**config.mk**
```make
export PLATFORM = sky130hd
export DESIGN_NAME = dl_int_arb
export DESIGN_NICKNAME = d
export VERILOG_FILES = /design/src/rtl/dl_pkg.sv /design/src/rtl/dl_rr_pick.sv /design/src/rtl/dl_int_arb.sv
export SDC_FILE = /design/constraint.sdc
export NUM_CORES = 1
export LEC_CHECK = 0
export CAP_MARGIN = 10
export CORE_UTILIZATION = 43
export DETAILED_ROUTE_END_ITERATION = 10
export PLACE_DENSITY = 0.87
export SYNTH_ARGS = -nofsm -noshare
export SYNTH_HDL_FRONTEND = slang
export SYNTH_HIERARCHICAL = 1
export SYNTH_SLANG_ARGS = --single-unit
export TNS_END_PERCENT = 10
```
**constraint.sdc**
```tcl
create_clock -name clk -period 1.6 [get_ports clk]
set_input_delay 0.4 -clock clk [delete_from_list [all_inputs] [get_ports clk]]
set_output_delay 0.4 -clock clk [all_outputs]
set_load 0.02 [all_outputs]
```
**src/rtl/dl_pkg.sv**
```systemverilog
// Shared DL11 definitions: interrupt arbiter state encoding and console defaults.
// Latency: n/a (types and constants only).
// Backpressure: n/a.
package dl_pkg;

  // Interrupt arbiter sequencer states (2-bit encoding).
  typedef enum logic [1:0] {
    ARB_IDLE    = 2'd0,
    ARB_PRESENT = 2'd1,
    ARB_RELEASE = 2'd2
  } arb_state_t;

  // DL11 console defaults, shared with the tt register blocks.
  localparam logic [7:0]  DL_CONSOLE_RX_VEC = 8'o60;
  localparam logic [7:0]  DL_CONSOLE_TX_VEC = 8'o64;
  localparam logic [12:0] DL_CONSOLE_CSR    = 13'o17560;

endpackage

```
**src/rtl/dl_rr_pick.sv**
```systemverilog
// Round-robin picker: first unit with rx|tx pending, scanning up from ptr with wrap.
// Latency: combinational.
// Backpressure: none; result is recomputed every cycle from the request levels.
// Ports: rx_req/tx_req per-unit request levels, ptr scan start unit;
//        valid any request found, idx winning unit, is_rx winner's rx is pending.
module dl_rr_pick #(
  parameter int NUNITS = 4,
  parameter int PW     = (NUNITS > 1) ? $clog2(NUNITS) : 1
) (
  input  logic [NUNITS-1:0] rx_req,
  input  logic [NUNITS-1:0] tx_req,
  input  logic [PW-1:0]     ptr,
  output logic              valid,
  output logic [PW-1:0]     idx,
  output logic              is_rx
);

  logic [NUNITS-1:0] any_req;
  logic [PW-1:0]     u_idx;

  assign any_req = rx_req | tx_req;

  // Walk from the farthest candidate back to ptr so the nearest hit is the
  // last assignment and therefore the winner. rx beats tx inside a unit.
  always_comb begin
    valid = 1'b0;
    idx   = '0;
    is_rx = 1'b0;
    u_idx = '0;
    for (int k = NUNITS - 1; k >= 0; k--) begin
      u_idx = PW'((int'(ptr) + k) % NUNITS);
      if (any_req[u_idx]) begin
        valid = 1'b1;
        idx   = u_idx;
        is_rx = rx_req[u_idx];
      end
    end
  end

endmodule

```
**src/rtl/dl_int_arb.sv**
```systemverilog
// Interrupt arbiter for NUNITS DL11 line units: one interrupt+vector to the CPU, ack routed back.
// Latency: request seen in IDLE -> interrupt next cycle; ack -> one-cycle unit ack next cycle.
// Backpressure: holds PRESENT until interrupt_ack or the winner withdraws; 3 cycles min per grant.
// Ports: clk, reset_n (async, active-low); rx_req/tx_req request levels; rx_ack/tx_ack ack pulses;
//        interrupt/vector to CPU (vector 0 when idle); interrupt_ack from CPU; busy = not IDLE.
module dl_int_arb
  import dl_pkg::*;
#(
  parameter int         NUNITS      = 4,
  parameter logic [7:0] BASE_VECTOR = 8'o60,
  parameter int         RR_ENABLE   = 1
) (
  input  logic              clk,
  input  logic              reset_n,
  input  logic [NUNITS-1:0] rx_req,
  input  logic [NUNITS-1:0] tx_req,
  output logic [NUNITS-1:0] rx_ack,
  output logic [NUNITS-1:0] tx_ack,
  output logic              interrupt,
  output logic [7:0]        vector,
  input  logic              interrupt_ack,
  output logic              busy
);

  localparam int PW = (NUNITS > 1) ? $clog2(NUNITS) : 1;

  arb_state_t    state, state_nxt;
  logic [PW-1:0] rr_ptr;
  logic [PW-1:0] win_unit;
  logic          win_is_rx;
  logic [7:0]    vec_q;

  logic          pick_vld;
  logic [PW-1:0] pick_idx;
  logic          pick_is_rx;
  logic [PW-1:0] scan_ptr;
  logic          win_req;
  logic          load_win;
  logic          take_ack;

  assign scan_ptr = (RR_ENABLE != 0) ? rr_ptr : '0;

  dl_rr_pick #(
    .NUNITS (NUNITS),
    .PW     (PW)
  ) u_pick (
    .rx_req (rx_req),
    .tx_req (tx_req),
    .ptr    (scan_ptr),
    .valid  (pick_vld),
    .idx    (pick_idx),
    .is_rx  (pick_is_rx)
  );

  // Live level of the request that won; dropping it means the unit disabled its int.
  assign win_req = win_is_rx ? rx_req[win_unit] : tx_req[win_unit];

  always_comb begin
    state_nxt = state;
    load_win  = 1'b0;
    take_ack  = 1'b0;
    unique case (state)
      ARB_IDLE: begin
        if (pick_vld) begin
          load_win  = 1'b1;
          state_nxt = ARB_PRESENT;
        end
      end
      ARB_PRESENT: begin
        // Ack beats withdrawal: the CPU has already committed to this vector.
        if (interrupt_ack) begin
          take_ack  = 1'b1;
          state_nxt = ARB_RELEASE;
        end else if (!win_req) begin
          state_nxt = ARB_IDLE;
        end
      end
      ARB_RELEASE: state_nxt = ARB_IDLE;
      default:     state_nxt = ARB_IDLE;
    endcase
  end

  always_ff @(posedge clk or negedge reset_n) begin
    if (!reset_n) begin
      state     <= ARB_IDLE;
      rr_ptr    <= '0;
      win_unit  <= '0;
      win_is_rx <= 1'b0;
      vec_q     <= '0;
      rx_ack    <= '0;
      tx_ack    <= '0;
    end else begin
      state  <= state_nxt;
      rx_ack <= '0;
      tx_ack <= '0;
      if (load_win) begin
        win_unit  <= pick_idx;
        win_is_rx <= pick_is_rx;
        // 8-bit wrap is intentional; vector space is 8 bits on this bus.
        vec_q     <= BASE_VECTOR + (8'(pick_idx) << 3) + (pick_is_rx ? 8'd0 : 8'd4);
      end
      if (take_ack) begin
        if (win_is_rx) rx_ack[win_unit] <= 1'b1;
        else           tx_ack[win_unit] <= 1'b1;
        if (RR_ENABLE != 0)
          rr_ptr <= (win_unit == PW'(NUNITS - 1)) ? '0 : win_unit + 1'b1;
      end
    end
  end

  assign interrupt = (state == ARB_PRESENT);
  assign vector    = interrupt ? vec_q : 8'd0;
  assign busy      = (state != ARB_IDLE);

endmodule

```
After elaboration in Yosys (flattened, before gate mapping)
Index checks and enable logic that the tools add are counted.

Bits in registers: 23. Output and inout bits: 18.

$lt $le $gt $ge: 6. Muxes and demuxes: 50. Eq/ne operators: 4. Add/sub/neg operators: 6. Bitwise operators: 1. Reductions and logical operators: 4.

Operators by type and width (count): two-way mux 1 bit (24); binary-select mux 1 bit (select 2 bit) (10); two-way mux 2 bit (8); two-way mux 4 bit (4); less-than comparator 2 x 3 -> 1 bit (second input constant) (5); adder 7 x 3 -> 8 bit (1); two-way mux 8 bit (1); adder 6 x 5 -> 7 bit (first input constant) (1); adder 2 x 1 -> 2 bit (second input constant) (2); adder 2 bit (second input constant) (2); bitwise OR 4 bit (1); case mux 2 bit (2 select lines) (1); two-way mux 3 bit (1); != test 3 bit (second input constant) (1); demux 1 bit (select 2 bit) (1); == test 2 x 1 -> 1 bit (second input constant) (1); == test 2 bit (second input constant) (1); greater-or-equal comparator 2 x 1 -> 1 bit (second input constant) (1); zero test 2 bit (1); != test 2 bit (second input constant) (1); AND reduction 2 bit (1); nonzero test 2 bit (1); logical AND 1 bit (1).

Depth between registers and ports, before layout
Depth after elaboration: 9. Mapped depth: 8.

Modules after synthesis
Netlist, hierarchy kept.

By module, submodules not included: dl_int_arb (cells each 68, area an instance 794.5 um2, instances 1, seq. area each 425.4 um2); dl_rr_pick (cells each 49, area an instance 330.3 um2, instances 1, seq. area each 0.0 um2).

Least setup slack after synthesis
OpenSTA, ideal clock, no wires.

Kind: register -> output. Start point: register state[0]. End point: output vector[5]. Arrival: 1.341 ns. Cell stages (with the launch flop): 4. Data required time: 1.200 ns. Setup slack: -0.141 ns. Path through: dfrtp_1 > nor2b_1 > and2_1 > buf_4.

Cells in the longest elaborated chain, start to end: 2.

Ends and longest elaborated chain: from (decl) (line dl_int_arb.sv:27) `arb_state_t state, state_nxt;`; from (signal assigned) (line dl_int_arb.sv:93) `state <= state_nxt;`; == test 2 x 1 -> 1 bit (line dl_int_arb.sv:111) `assign interrupt = (state == ARB_PRESENT);`; named net interrupt (line dl_int_arb.sv:19) `output logic interrupt,`; two-way mux 8 bit (line dl_int_arb.sv:112) `assign vector = interrupt ? vec_q : 8'd0;`; to (decl) (line dl_int_arb.sv:20) `output logic [7:0] vector,`.

The timed path passes the listed nets, and every way through them passes these cells.

Worst setup path in the final report
Start point: input rx_req[2]. End point: register win_is_rx.

RTL lines: from (decl) (line dl_int_arb.sv:15) `input logic [NUNITS-1:0] rx_req,`; bitwise OR 4 bit (line dl_rr_pick.sv:21) `assign any_req = rx_req | tx_req;`; binary-select mux 1 bit (select 2 bit) (line dl_rr_pick.sv:32) `if (any_req[u_idx]) begin`; two-way mux 1 bit (not written as such) (line dl_rr_pick.sv:32); two-way mux 1 bit (3 in series) (line dl_rr_pick.sv:32); two-way mux 1 bit * (line dl_rr_pick.sv:32); named net pick_is_rx (line dl_int_arb.sv:35) `logic pick_is_rx;`; to (signal assigned) (line dl_int_arb.sv:98) `win_is_rx <= pick_is_rx;`; to (decl) (line dl_int_arb.sv:30) `logic win_is_rx;`.

Mark *: on every way through the listed nets, which the timed path passes. The rest lies on a longest branch. The select of a mux whose other input is x is not followed. A chain may end at the register's enable or synchronous reset.

==> impl_metrics.env <==
export IMPL_ctsHoldBuffers=0
export IMPL_fin_worst_skew_ns=0.00112
export IMPL_wl_met2_um=1610
export IMPL_floorplan_die_width_um=53.1
export IMPL_worst_path_largest_cell_delay_ns=0.55
export IMPL_clock_latency_ns=0.28
export IMPL_pre_cts_ws_ns=-0.535
export IMPL_power_net_switching_mw=1.04
export IMPL_diodes_inserted=0
export IMPL_layout_common_cells="27 x sky130_fd_sc_hd__buf_4, 16 x sky130_fd_sc_hd__dfrtp_1, 15 x sky130_fd_sc_hd__dlygate4sd2_1"
export IMPL_synth_fa_ha_area_frac=0.0445
export IMPL_clock_tree_from_tritoncts="done"
export IMPL_grt_antenna_before_repair=0
export IMPL_synth_cell_area_mm2=0.00112
export IMPL_drt_wl_total_um=2880
export IMPL_power_share_switching=0.411
export IMPL_dominant_combinational_cell_family_by_area_after_synthesis="simple AND/OR/NAND/NOR gates"
export IMPL_pwr_share_clk=0.089
export IMPL_ctsRootBufferMaster="sky130_fd_sc_hd__clkbuf_4"
export IMPL_clkTransAtPathRegs_ns=0.09
export IMPL_power_density_mw_per_mm2=1560
export IMPL_floorplan_die_height_um=53.1
export IMPL_highest_signal_layer="met4"
export IMPL_synth_ff_type="sky130_fd_sc_hd__dfrtp_1"
export IMPL_fp_dieArea_mm2=0.00282
export IMPL_power_static_leakage_nw=0.837
export IMPL_worstSetupEndpointType="register"
export IMPL_vdd_drop_max_v=0.00119
export IMPL_dr_pass1_iters=4
export IMPL_grt_first_pass_wirelength_um=4500
export IMPL_final_common_cell="sky130_fd_sc_hd__buf_4"
export IMPL_cts_root_to_sink_buffers=2
export IMPL_share_of_cells_above_drive_strength_1=0.319
export IMPL_number_of_synthesized_flops_with_an_enable_pin=0
export IMPL_final_min_period_over_clock_period=1.06
export IMPL_core_rowCount=18
export IMPL_rsz0062_at_grt="true"
export IMPL_yosysSeqAreaShare=0.378
export IMPL_layout_setup_ws_ns=-0.0913
export IMPL_drt_wirelength_per_cell_um=14.7
export IMPL_detailroute_via_count=1058
export IMPL_post_route_min_period_ns=1.69
export IMPL_post_synth_and_or_nand_nor_area_fraction=0.246
export IMPL_synth_compound_area_frac=0.174
export IMPL_pwr_share_seq=0.278
export IMPL_post_drt_via_cell_ratio=5.40
export IMPL_gp_congestion=0.858
export IMPL_yosys_mux_area_fraction=0.0756
export IMPL_post_dp_cell_area_mm2=0.00154
export IMPL_dpl_cell_count=190
export IMPL_fmax_ghz=0.591
export IMPL_maximum_number_of_pins_on_one_net_before_global_route_repair=18
export IMPL_detailedRoute_firstIterationViolations=19
export IMPL_synth_warnings=6
export IMPL_drc=0
export IMPL_place_detailed_hpwl_um=2170
export IMPL_hold_path_class="in -> async"
export IMPL_grt_util_all_layers=0.223
export IMPL_remaining_antenna_violation_count_after_routing=0
export IMPL_cp_arrival_ns=1.92
export IMPL_power_frac_comb=0.633
export IMPL_design_core_area_mm2=0.00248
export IMPL_grt_pass1_vias=1013
export IMPL_max_stage_delay_cell_worst_path="sky130_fd_sc_hd__or4bb_1"
export IMPL_required_ns=1.83
export IMPL_timing_critical_path_cells="dlygate4sd2_1, or4bb_1, a21oi_2, a2bb2oi_1, a31oi_1, mux2_2"
export IMPL_globalRoute_totalOverflow=0
export IMPL_power_internal_mw=1.49
export IMPL_worst_setup_path_startpoint="rx_req[2]"
export IMPL_post_synth_cell_area_avg_um2=9.61
export IMPL_final_max_slew_violation_count=0
export IMPL_cts_buffers_inserted=3
export IMPL_final_design_area_no_fill_mm2=0.00162
export IMPL_final_hold_slack_ns=0.432
export IMPL_synthToLayoutAreaGrowth_pct=44.3
export IMPL_synth_async_sr_flop_share=1.00
export IMPL_port_buffers=25
export IMPL_startpoint_class="primary input"
export IMPL_floorplan_io_pins=29
export IMPL_worstPathMaxFanout=6
export IMPL_worst_r2r_cell_count=5
export IMPL_status="finished with violations"
export IMPL_clock_sinks=17
export IMPL_wl_met3_um=119
export IMPL_wl_met1_um=1140
export IMPL_h_tree_depth=1
export IMPL_final_cell_count_no_fill=196
export IMPL_maxCapViolCount=0
export IMPL_hold_fails_final_rpt=0
export IMPL_timing_setup_critical_path_class="in -> reg"
export IMPL_rr_endpoint="win_is_rx$_DFFE_PN0P_"
export IMPL_worst_r2r_startpoint="rr_ptr[1]$_DFFE_PN0P_"
export IMPL_synthXorXnorAreaFrac=0
export IMPL_violated_checks="negative setup slack"
export IMPL_synthesis_instances=117
export IMPL_netlist_cell_type_count=47
export IMPL_start_util=0.454
export IMPL_report_final_setup_viol=3
export IMPL_design_final_nets=182
export IMPL_ys_seq_elements=17
export IMPL_reg2reg_setup_slack_ns=-0.09
## logic make-up (layout without fill, tap and decap cells)
kind of cell | Yosys count | after routing
and+or+nand+nor | 44 | 44
AOI/OAI and AO/OA | 29 | 29
muxes | 7 | 7
adders and majority gates | 4 | 4
buffers and inverters | 15 | 62
DFF | 17 | 17
other | 1 | 3
## stage by stage
| stage | total power [mW] | TNS [ns] | util |
|---|---|---|---|
| floorplan | 1.59 | -0.00317 | - |
| global placement | 2.14 | -3.12 | 0.622 |
| detailed placement | 2.19 | -3.47 | 0.622 |
| CTS | 2.47 | -0.194 | 0.640 |
| global route | 2.71 | -0.587 | 0.655 |
| finish | 2.53 | -0.164 | 0.655 |
## synth_stat cells, types with 2 or more instances
library cell               instances  area share
sky130_fd_sc_hd__nand2_1           5       0.017
sky130_fd_sc_hd__o21ai_0           6       0.027
sky130_fd_sc_hd__a31oi_1           2       0.011
sky130_fd_sc_hd__a21oi_1           7       0.031
sky130_fd_sc_hd__and3_1            4       0.022
sky130_fd_sc_hd__nor2_1            9       0.030
sky130_fd_sc_hd__o21bai_1          2       0.013
sky130_fd_sc_hd__mux2i_1           4       0.036
sky130_fd_sc_hd__buf_6             2       0.020
sky130_fd_sc_hd__nor2b_1           2       0.011
sky130_fd_sc_hd__buf_2             2      0.0089
sky130_fd_sc_hd__and2_1            7       0.039
sky130_fd_sc_hd__inv_1             7       0.023
sky130_fd_sc_hd__mux2_2            2       0.020
sky130_fd_sc_hd__buf_4             4       0.027
sky130_fd_sc_hd__ha_1              4       0.044
sky130_fd_sc_hd__nor3b_1           2       0.013
sky130_fd_sc_hd__dfrtp_1          17        0.38
## per-layer routing
metal,GRT usage,vias to the layer above
li1,-,512
met1,0.235,513
met2,0.432,31
met3,0.0402,2
met4,0.0789,0
met5,0,-
## sequential cells by signal, summed over array words and instances, names as in the netlist
signal / count
state: 2
vec_q: 3
rx_ack: 4
tx_ack: 4
win_unit: 1
rr_ptr: 2
win_is_rx: 1
## worst max-delay path by stage
stage	depth (start not counted)	endpoint
finish	6	win_is_rx$_DFFE_PN0P_
detailed placement	6	win_is_rx$_DFFE_PN0P_
floorplan	6	win_is_rx$_DFFE_PN0P_
CTS	5	win_is_rx$_DFFE_PN0P_
global placement	6	win_is_rx$_DFFE_PN0P_
global route	5	win_is_rx$_DFFE_PN0P_
## power groups by stage
stage | logic (mW) | clock network (mW) | registers, mW
global route | 1.74 | 0.252 | 0.722
finish | 1.60 | 0.225 | 0.704
detailed placement | 1.50 | 0 | 0.689
global placement | 1.46 | 0 | 0.685
CTS | 1.55 | 0.232 | 0.694
floorplan | 0.893 | 0 | 0.699
## area by class of cell
class	instances	area [µm²]
multi-input combinational	87	678
inverter	7	26.3
clock buffer	4	26.3
tap	30	37.5
timing repair buffer	51	428
fill	221	855
sequential	17	427
## critical path: cells and delay by family
| family | cells | cell delay [ns] |
|---|---|---|
| simple gates | 1 | 0.55 |
| compound gates | 3 | 0.42 |
| buf+inv | 1 | 0.38 |
| mux | 1 | 0.18 |
## what timing repair did
item                                    CTS  global route
pin swaps                                 5             2
buffers inserted                          2             0
endpoints found under the setup margin   21            13
resized for setup                        57            11
(Power assumes the default switching activity.)
